**src/rtl/ps2_pkg.sv**
```systemverilog
// Shared PS/2 receive types, scan-code constants and default timing
// for the receiver and the downstream keyboard matrix decoder.
package ps2_pkg;

  typedef enum logic [1:0] {
    IDLE,
    DATA,
    PARITY,
    STOP
  } rx_state_t;

  localparam logic [7:0] PS2_BREAK  = 8'hF0;
  localparam logic [7:0] PS2_EXT    = 8'hE0;
  localparam logic [7:0] PS2_BAT_OK = 8'hAA;

  localparam int DEF_FILTER_LEN  = 8;
  localparam int DEF_TIMEOUT_CYC = 14000;
  localparam int DEF_FIFO_AW     = 3;

  // Odd parity over data plus parity bit
  function automatic logic odd_ok(
    input logic [7:0] b,
    input logic       p
  );
    return ^{b, p};
  endfunction

endpackage

```
**src/rtl/ps2_scan_rx_if.sv**
```systemverilog
// Host-side scan-code bundle between the PS/2 receiver and the
// keyboard matrix decoder.
interface ps2_scan_rx_if #(
  parameter int AW = 3
) ();

  logic [7:0]  rx_scan_code;
  logic        rx_data_ready;
  logic        rx_read;
  logic        rx_err_parity;
  logic        rx_err_frame;
  logic        rx_overflow;
  logic [AW:0] rx_level;

  modport master (
    output rx_scan_code,
    output rx_data_ready,
    output rx_err_parity,
    output rx_err_frame,
    output rx_overflow,
    output rx_level,
    input  rx_read
  );

  modport slave (
    input  rx_scan_code,
    input  rx_data_ready,
    input  rx_err_parity,
    input  rx_err_frame,
    input  rx_overflow,
    input  rx_level,
    output rx_read
  );

endinterface

```
**src/rtl/ps2_rx_fifo.sv**
```systemverilog
// Scan-code FIFO with registered pop output; a push into a full
// FIFO is accepted only when a pop frees a slot in the same cycle.
module ps2_rx_fifo #(
  parameter int AW = 3
) (
  input  logic        clk,
  input  logic        reset_n,
  input  logic        push,
  input  logic [7:0]  din,
  input  logic        pop,
  output logic [7:0]  dout,
  output logic [AW:0] level,
  output logic        full,
  output logic        empty
);

  localparam int DEPTH = 2 ** AW;

  logic [7:0]  mem [DEPTH];
  logic [AW:0] wr_ptr;
  logic [AW:0] rd_ptr;
  logic        wr_en;
  logic        rd_en;

  assign empty = (wr_ptr == rd_ptr);
  assign full  = (wr_ptr[AW] != rd_ptr[AW]) &&
                 (wr_ptr[AW-1:0] == rd_ptr[AW-1:0]);
  assign rd_en = pop && !empty;
  assign wr_en = push && (!full || rd_en);
  assign level = wr_ptr - rd_ptr;

  always_ff @(posedge clk) begin
    if (wr_en)
      mem[wr_ptr[AW-1:0]] <= din;
  end

  always_ff @(posedge clk or negedge reset_n) begin
    if (!reset_n) begin
      wr_ptr <= '0;
      rd_ptr <= '0;
      dout   <= 8'h00;
    end else begin
      if (wr_en)
        wr_ptr <= wr_ptr + 1'b1;
      if (rd_en) begin
        rd_ptr <= rd_ptr + 1'b1;
        dout   <= mem[rd_ptr[AW-1:0]];
      end
    end
  end

endmodule

```
**src/rtl/ps2_scan_rx.sv**
```systemverilog
// PS/2 device-to-host receiver: line sync, clock glitch filter,
// frame FSM with timeout, and scan-code FIFO.
module ps2_scan_rx
  import ps2_pkg::*;
#(
  parameter int FILTER_LEN  = DEF_FILTER_LEN,
  parameter int TIMEOUT_CYC = DEF_TIMEOUT_CYC,
  parameter int FIFO_AW     = DEF_FIFO_AW
) (
  input  logic          clk,
  input  logic          reset_n,
  input  logic          ps2_clk_i,
  input  logic          ps2_data_i,
  ps2_scan_rx_if.master bus
);

  localparam int FW = $clog2(FILTER_LEN + 1);
  localparam int TW = $clog2(TIMEOUT_CYC + 1);

  logic [1:0]      clk_s;
  logic [1:0]      dat_s;
  logic            clk_f;
  logic            clk_f_q;
  logic [FW-1:0]   fcnt;
  logic            fall;
  logic            d;

  rx_state_t       state;
  rx_state_t       nxt;
  logic [7:0]      shreg;
  logic [2:0]      bit_cnt;
  logic            par_ok;
  logic [TW-1:0]   tcnt;
  logic            tmo;

  logic            push_d;
  logic            perr_d;
  logic            ferr_d;
  logic            push_q;
  logic            perr_q;
  logic            ferr_q;
  logic            ovf_q;

  logic [FIFO_AW:0] level;
  logic             full;
  logic             empty;

  always_ff @(posedge clk or negedge reset_n) begin
    if (!reset_n) begin
      clk_s <= 2'b11;
      dat_s <= 2'b11;
    end else begin
      clk_s <= {clk_s[0], ps2_clk_i};
      dat_s <= {dat_s[0], ps2_data_i};
    end
  end

  assign d = dat_s[1];

  // clk_f follows the line only after FILTER_LEN differing samples
  always_ff @(posedge clk or negedge reset_n) begin
    if (!reset_n) begin
      clk_f   <= 1'b1;
      clk_f_q <= 1'b1;
      fcnt    <= '0;
    end else begin
      clk_f_q <= clk_f;
      if (clk_s[1] == clk_f) begin
        fcnt <= '0;
      end else if (fcnt == FW'(FILTER_LEN - 1)) begin
        fcnt  <= '0;
        clk_f <= clk_s[1];
      end else begin
        fcnt <= fcnt + FW'(1);
      end
    end
  end

  assign fall = clk_f_q & ~clk_f;

  assign tmo = (state != IDLE) && !fall &&
               (tcnt == TW'(TIMEOUT_CYC - 1));

  always_ff @(posedge clk or negedge reset_n) begin
    if (!reset_n)
      state <= IDLE;
    else
      state <= nxt;
  end

  always_comb begin
    nxt = state;
    if (tmo) begin
      nxt = IDLE;
    end else if (fall) begin
      case (state)
        IDLE:    if (!d) nxt = DATA;
        DATA:    if (bit_cnt == 3'd7) nxt = PARITY;
        PARITY:  nxt = STOP;
        STOP:    nxt = IDLE;
        default: nxt = IDLE;
      endcase
    end
  end

  // Parity failure wins over a bad stop bit
  always_comb begin
    push_d = 1'b0;
    perr_d = 1'b0;
    ferr_d = 1'b0;
    if (fall && state == STOP) begin
      if (!par_ok)
        perr_d = 1'b1;
      else if (!d)
        ferr_d = 1'b1;
      else
        push_d = 1'b1;
    end
  end

  always_ff @(posedge clk or negedge reset_n) begin
    if (!reset_n) begin
      shreg   <= 8'h00;
      bit_cnt <= '0;
      par_ok  <= 1'b0;
      tcnt    <= '0;
      push_q  <= 1'b0;
      perr_q  <= 1'b0;
      ferr_q  <= 1'b0;
      ovf_q   <= 1'b0;
    end else begin
      push_q <= push_d;
      perr_q <= perr_d;
      ferr_q <= ferr_d;
      ovf_q  <= push_q && full && !(bus.rx_read && !empty);
      if (fall)
        tcnt <= '0;
      else if (tcnt != TW'(TIMEOUT_CYC - 1))
        tcnt <= tcnt + TW'(1);
      if (tmo) begin
        shreg <= 8'h00;
      end else if (fall) begin
        case (state)
          IDLE:    bit_cnt <= '0;
          DATA: begin
            shreg   <= {d, shreg[7:1]};
            bit_cnt <= bit_cnt + 3'd1;
          end
          PARITY:  par_ok <= odd_ok(shreg, d);
          default: ;
        endcase
      end
    end
  end

  ps2_rx_fifo #(
    .AW (FIFO_AW)
  ) u_fifo (
    .clk     (clk),
    .reset_n (reset_n),
    .push    (push_q),
    .din     (shreg),
    .pop     (bus.rx_read),
    .dout    (bus.rx_scan_code),
    .level   (level),
    .full    (full),
    .empty   (empty)
  );

  assign bus.rx_data_ready = !empty;
  assign bus.rx_level      = level;
  assign bus.rx_err_parity = perr_q;
  assign bus.rx_err_frame  = ferr_q | tmo;
  assign bus.rx_overflow   = ovf_q;

endmodule

```
**src/flat_wrapper.sv**
```systemverilog
// flat-port wrapper written by rule: the top's interface ports become plain ports
module ps2_scan_rx_flat import ps2_pkg::*;
#(
  parameter int FILTER_LEN  = DEF_FILTER_LEN,
  parameter int TIMEOUT_CYC = DEF_TIMEOUT_CYC,
  parameter int FIFO_AW     = DEF_FIFO_AW
)
  (clk, reset_n, ps2_clk_i, ps2_data_i, bus_rx_scan_code, bus_rx_data_ready, bus_rx_err_parity, bus_rx_err_frame, bus_rx_overflow, bus_rx_level, bus_rx_read);
  ps2_scan_rx_if #(.AW((3))) bus_i ();
  input  logic clk;
  input  logic reset_n;
  input  logic ps2_clk_i;
  input  logic ps2_data_i;
  output wire logic [$bits(bus_i.rx_scan_code)-1:0] bus_rx_scan_code;
  output wire logic [$bits(bus_i.rx_data_ready)-1:0] bus_rx_data_ready;
  output wire logic [$bits(bus_i.rx_err_parity)-1:0] bus_rx_err_parity;
  output wire logic [$bits(bus_i.rx_err_frame)-1:0] bus_rx_err_frame;
  output wire logic [$bits(bus_i.rx_overflow)-1:0] bus_rx_overflow;
  output wire logic [$bits(bus_i.rx_level)-1:0] bus_rx_level;
  input wire logic [$bits(bus_i.rx_read)-1:0] bus_rx_read;
  assign bus_rx_scan_code = bus_i.rx_scan_code;
  assign bus_rx_data_ready = bus_i.rx_data_ready;
  assign bus_rx_err_parity = bus_i.rx_err_parity;
  assign bus_rx_err_frame = bus_i.rx_err_frame;
  assign bus_rx_overflow = bus_i.rx_overflow;
  assign bus_rx_level = bus_i.rx_level;
  assign bus_i.rx_read = bus_rx_read;
  ps2_scan_rx #(.FILTER_LEN(FILTER_LEN), .TIMEOUT_CYC(TIMEOUT_CYC), .FIFO_AW(FIFO_AW)) u_core (.clk(clk), .reset_n(reset_n), .ps2_clk_i(ps2_clk_i), .ps2_data_i(ps2_data_i), .bus(bus_i));
endmodule
```
**config.mk**
```make
export PLATFORM = sky130hd
export DESIGN_NAME = ps2_scan_rx_flat
export DESIGN_NICKNAME = d
export VERILOG_FILES = /design/src/rtl/ps2_pkg.sv /design/src/rtl/ps2_scan_rx_if.sv /design/src/rtl/ps2_rx_fifo.sv /design/src/rtl/ps2_scan_rx.sv /design/src/flat_wrapper.sv
export SDC_FILE = /design/constraint.sdc
export NUM_CORES = 1
export LEC_CHECK = 0
export ABC_AREA = 1
export BUFFER_PORTS_ARGS = -buffer_cell sky130_fd_sc_hd__clkbuf_2
export CORE_ASPECT_RATIO = 2
export CORE_MARGIN = 4
export CORE_UTILIZATION = 48
export CTS_CLUSTER_SIZE = 14
export DETAILED_ROUTE_END_ITERATION = 6
export SLEW_MARGIN = 10
export SYNTH_ARGS = -nofsm -noshare
export SYNTH_HDL_FRONTEND = slang
export SYNTH_SLANG_ARGS = --single-unit
```
**constraint.sdc**
```tcl
create_clock -name clk -period 7.2 [get_ports clk]
set_clock_uncertainty 0.05 [all_clocks]
set_input_delay 2.16 -clock clk [delete_from_list [all_inputs] [get_ports clk]]
set_output_delay 2.16 -clock clk [all_outputs]
set_load 0.05 [all_outputs]
```
==> metrics, run 1 <==
status=completed; Final min period=roughly 5.2 ns; worst setup margin=~2.0 ns; number of flops mapped to enable cells by yosys=64; final total power=around 0.0026 W; leakage=around 2.7 nW; Starting Density=0.494; HPWL Detailed=between 7000 and 8000 µm; fmax=around 190 MHz; Unique masters post-synth=43; commonest non-fill, non-tap cell in the layout=nand2_1; syn avg cell area=around 11 µm²; layout cell share with drive strength beyond 1=0.200; Critical Path AT=about 3.0 ns; Core Util, Final=0.565; worst min-delay path category=reg2reg; Post-CTS Setup Inserts=0; via-per-instance ratio=5.21; CP required=4.99 ns; Net count, final=about 560; most frequent cells in the layout=nand2_1 (82), nor2_1 (70), edfxtp_1 (64); Synth top area share=0.340; Worst setup SP type=flop; period utilization=0.725; CTS Hold Bufs=0; Synth-to-Final Area Change=14.4%; TritonCTS Buffers=17; CTS resizes=0; Post-Syn Instances=around 520; RSZ-0062 raised after global routing=false; WL final=roughly 11000 µm; Seq/Total Area, Yosys=0.599; GRT Util Overall=0.180; leading area contributor after synthesis=edfxtp_1; wire per inst=16.2 µm; top post-synthesis cells by area=edfxtp_1 (34%), dfrtp_1 (23%), nand2_1 (5.5%), nor2_1 (4.7%), o21ai_0 (3.5%); largest net degree at the start of global routing=between 50 and 60; DRT antenna net count=0; CP Capture Type=output port; Chip Width=about 85 µm; Buf/Inv on CP=3; clk_lat worst skew=slightly above 0.4 ns; antenna diode count=0; Final setup viols=0; Synth Flop Type=edfxtp_1; CP Cell Sequence=clkinv_1 -> ha_1 -> inv_1 -> o31ai_1 -> xor2_1 -> clkbuf_2; CTS tree=built; I/O Buffers=20; global-route wire length before repair=18800 µm; CTS max path bufs=2; mapped cell area=between 0.005 and 0.006 mm²; CP peak stage delay=between 0.9 and 1 ns; number of synthesized register bits=around 120; yosys warns=0; DR iter-0 viols=approximately 210; Async SR Flop Fraction=0.475; Tightest Pin Transition=around 1.2 ns; max_cap viols=0; Setup WS pre-CTS=2.43 ns; VDD IR-drop max=~0.00028 V; CP top delay family=flip-flops; initial antenna violation count=0; DR pass1 iterations=4; Crit-path slowest cell=dfrtp_1; FF-to-FF setup slack=3.51 ns; DRC viols=0; Site Rows=55; final setup TNS=0 ns; clock sinks=about 120; GPL Wtd Cong=~0.81; area of the core=roughly 0.011 mm²; Setup CP Type=reg2out; Hold Slack=0.305 ns; io pins=21; critical path peak fanout=28; Reg clk slew, reported paths=~0.06 ns; Pwr Density=405 mW/mm²; vias in the first global route=around 3800; clk root buf=clkbuf_16; Post-Syn Nets=roughly 540; GR Overflow Total=0; DIE AREA=~0.014 mm²; Slew headroom=0.207; via count=3633; H-tree Lvls=4; die height=between 150 and 200 µm; final-report hold violation count=0; Final Max Slew Viols=0
worst register-to-register path: stages, from the launching register on:
cell and delay (ns):
dfrtp_1 0.91, clkinv_1 0.47, ha_1 0.39, inv_1 0.11
nor3_4 0.07, nand3_1 0.11, nand2_2 0.09, inv_1 0.11
nand2_2 0.09, nor3_1 0.90
worst paths after layout:
check	from	endpoint	depth (start not counted)
max in group asynchronous	reset_n	u_core.u_fifo.rd_ptr[3]	2
worst max register to register	u_core.u_fifo.rd_ptr[1]	u_core.u_fifo.mem[6][3]	9
worst min register to register	u_core.dat_s[0]	u_core.dat_s[1]	0
worst max-delay path	u_core.u_fifo.rd_ptr[1]	bus_rx_level[3]	6
worst min-delay path	u_core.dat_s[0]	u_core.dat_s[1]	0
min in group asynchronous	reset_n	u_core.u_fifo.wr_ptr[3]	1
registers in the layout (all words and copies together) (netlist names), 2 cells and up:
signal                cells
u_core.u_fifo.mem        64
u_core.tcnt              14
u_core.shreg              8
u_core.u_fifo.dout        8
u_core.fcnt               4
u_core.u_fifo.rd_ptr      4
u_core.u_fifo.wr_ptr      4
u_core.bit_cnt            3
u_core.clk_s              2
u_core.dat_s              2
u_core.state              2
stage by stage:
stage	std cells	instance area, µm²
2_1_floorplan	518	5650
3_3_place_gp	665	5800
3_5_place_dp	665	5800
4_1_cts	697	6460
5_1_grt	697	6460
6_report	697	6460
cell usage after synthesis, types with 10 or more instances:
| library cell | n |
|---|---|
| dfrtp_1 | 52 |
| inv_1 | 45 |
| nor2_1 | 70 |
| edfxtp_1 | 64 |
| nand2_2 | 14 |
| ha_1 | 14 |
| nand3_2 | 10 |
| nand2_1 | 82 |
| o21ai_0 | 39 |
| nand3_1 | 16 |
cells by family after synthesis:
family,synth area share
AND/OR/NAND/NOR,0.186
flip-flops,0.599
AO/OA/AOI/OAI,0.0942
buffers and inverters,0.0612
adder cells (fa/ha/maj),0.0346
XOR/XNOR,0.0231
multiplexers,0.00199
layer usage:
layer	up-vias	track usage	share of wire
met3	28	0.0322	0.024
met2	54	0.345	0.59
met5	-	0	0
li1	1792	-	-
met1	1759	0.176	0.35
met4	0	0.0980	0.037
where the power goes:
| group | switching, W | internal, W |
|---|---|---|
| Combinational | 0.000535 | 0.000218 |
| Clock | 0.000294 | 0.000644 |
| Sequential | 0.0000999 | 0.000822 |
layout make-up:
type | count | area, µm²
Timing Repair Buffer | 22 | 115
Inverter | 54 | 210
Fill cell | 1006 | 4970
Tap cell | 142 | 178
Sequential cell | 122 | 3380
Clock inverter | 14 | 225
Multi-Input combinational cell | 325 | 1920
Clock buffer | 18 | 429
Power figures use the tool's default switching activity.
==> run 2, diff against run 1 <==
- PLACE_DENSITY: unset -> 0.67
- clock period: 7.2 -> 4.5 ns (I/O delays scaled with it)
==> metrics, run 2 (synthesized netlist as in run 1, its figures left out) <==
Tightest Pin Transition=between 1 and 1.5 ns; H-tree Lvls=4; Logic pwr share=0.309; area of the core=about 0.011 mm²; via count=~3700; DIE AREA=0.0137 mm²; clock sinks=about 120; GPL Wtd Cong=between 0.9 and 1; DR iter-0 viols=around 170; vias in the first global route=a little under 4000; Worst setup startpoint=u_core.u_fifo.rd_ptr[1]; Core Util, Final=0.560; Net Sw Frac=0.372; fmax=~260 MHz; Final Max Slew Viols=0; Internal=between 0.002 and 0.003 W; WL final=~12000 µm; Post-CTS Setup Inserts=0; CTS tree=built; Worst setup SP type=flop; final total power=0.00400 W; CTS max path bufs=2; largest net degree at the start of global routing=36; layout cell share with drive strength beyond 1=0.203; critical path peak fanout=28; Chip Width=between 80 and 90 µm; RSZ-0062 raised after global routing=false; worst min-delay path category=reg2reg; initial antenna violation count=0; Final setup viols=0; max_cap viols=0; CTS resizes=0; DRT antenna net count=0; die height=161 µm; CTS Hold Bufs=0; DR pass1 iterations=5; VDD IR-drop max=roughly 0.00044 V; period utilization=0.864; Starting Density=0.494; io pins=21; clock power share=0.329; via-per-instance ratio=between 5 and 6; fill count=1005; Site Rows=55; max FFs per register=64; Synth-to-Final Area Change=13.3%; global-route wire length before repair=about 19000 µm; Setup CP Type=reg2out; Seq pwr share=0.362; TritonCTS Buffers=17; Reg-to-Reg Start=u_core.u_fifo.rd_ptr[1]; clk_lat worst skew=0.42 ns; Pwr Density=between 600 and 700 mW/mm²; NetSw=~0.0015 W; final non-filler cell total=~700; final setup TNS=0 ns; Placed Instances=~670; commonest non-fill, non-tap cell in the layout=nand2_1; GRT Util Overall=0.186; GR Overflow Total=0; most frequent cells in the layout=nand2_1 (82), nor2_1 (70), edfxtp_1 (64); Hold Slack=0.306 ns; wire per inst=~17 µm; HPWL Detailed=8290 µm; CP Capture Type=output port; Slew headroom=0.280; clk root buf=clkbuf_16; min-delay src=u_core.clk_s[0]; Net count, final=between 500 and 600; status=completed; Final min period=3.89 ns; final-report hold violation count=0; Reg clk slew, reported paths=around 0.05 ns; CP required=approximately 3.1 ns; DRC viols=0; I/O Buffers=20; antenna diode count=0; leakage=about 2.7 nW; Critical Path AT=between 2 and 2.5 ns
## run 2: worst max-delay path, stage by stage (launching register included)
cell and delay, ns:
dfrtp_1 0.32, buf_4 0.26, clkinv_1 0.27, ha_1 0.36, inv_1 0.07, o31ai_1 0.30, xor2_1 0.20, clkbuf_2 0.30
## run 2: through the flow
stage | setup WS, ns | instance area (µm²)
floorplan | 0.973 | 5650
global placement | 1.14 | 5810
detailed placement | 1.03 | 5810
CTS | 0.589 | 6400
global route | 0.419 | 6400
finish | 0.614 | 6400
## run 2: path summary, 6_finish.rpt
check / cells past startpoint / slack (ns) / end
hold / removal: 0 / 0.31 / u_core.clk_s[1]
min in group asynchronous: 1 / 0.92 / u_core.u_fifo.wr_ptr[2]
setup / recovery: 7 / 0.61 / bus_rx_level[3]
setup reg to reg: 10 / 1.42 / u_core.u_fifo.mem[6][1]
max in group asynchronous: 2 / 2.55 / u_core.clk_s[0]
hold reg to reg: 0 / 0.31 / u_core.clk_s[1]
## run 2: layout make-up
cell class | count | area, µm² | share of cell area
clock buffers | 27 | 557 | 0.0870
multi-input cells | 325 | 1920 | 0.300
flip-flops and latches | 122 | 3380 | 0.528
well taps | 142 | 178 | 0.0278
clock inverters | 5 | 30.0 | 0.00469
inverters | 54 | 210 | 0.0329
repair buffers | 23 | 123 | 0.0192
## run 2: metal layers
layer | global-route usage | part of all wire | vias up
li1 | - | - | 1793
met4 | 0.111 | 0.051 | 0
met5 | 0 | 0 | -
met3 | 0.0485 | 0.032 | 38
met1 | 0.180 | 0.36 | 1812
met2 | 0.343 | 0.56 | 103
## run 2: power groups by stage
stage                     Sequential, W  Clock, W  Combinational, W
after detailed placement        0.00147         0           0.00124
after global routing            0.00146   0.00139           0.00137
final                           0.00145   0.00131           0.00123
after floorplan                 0.00155         0          0.000897
after CTS                       0.00145   0.00133           0.00125
after global placement          0.00146         0           0.00121
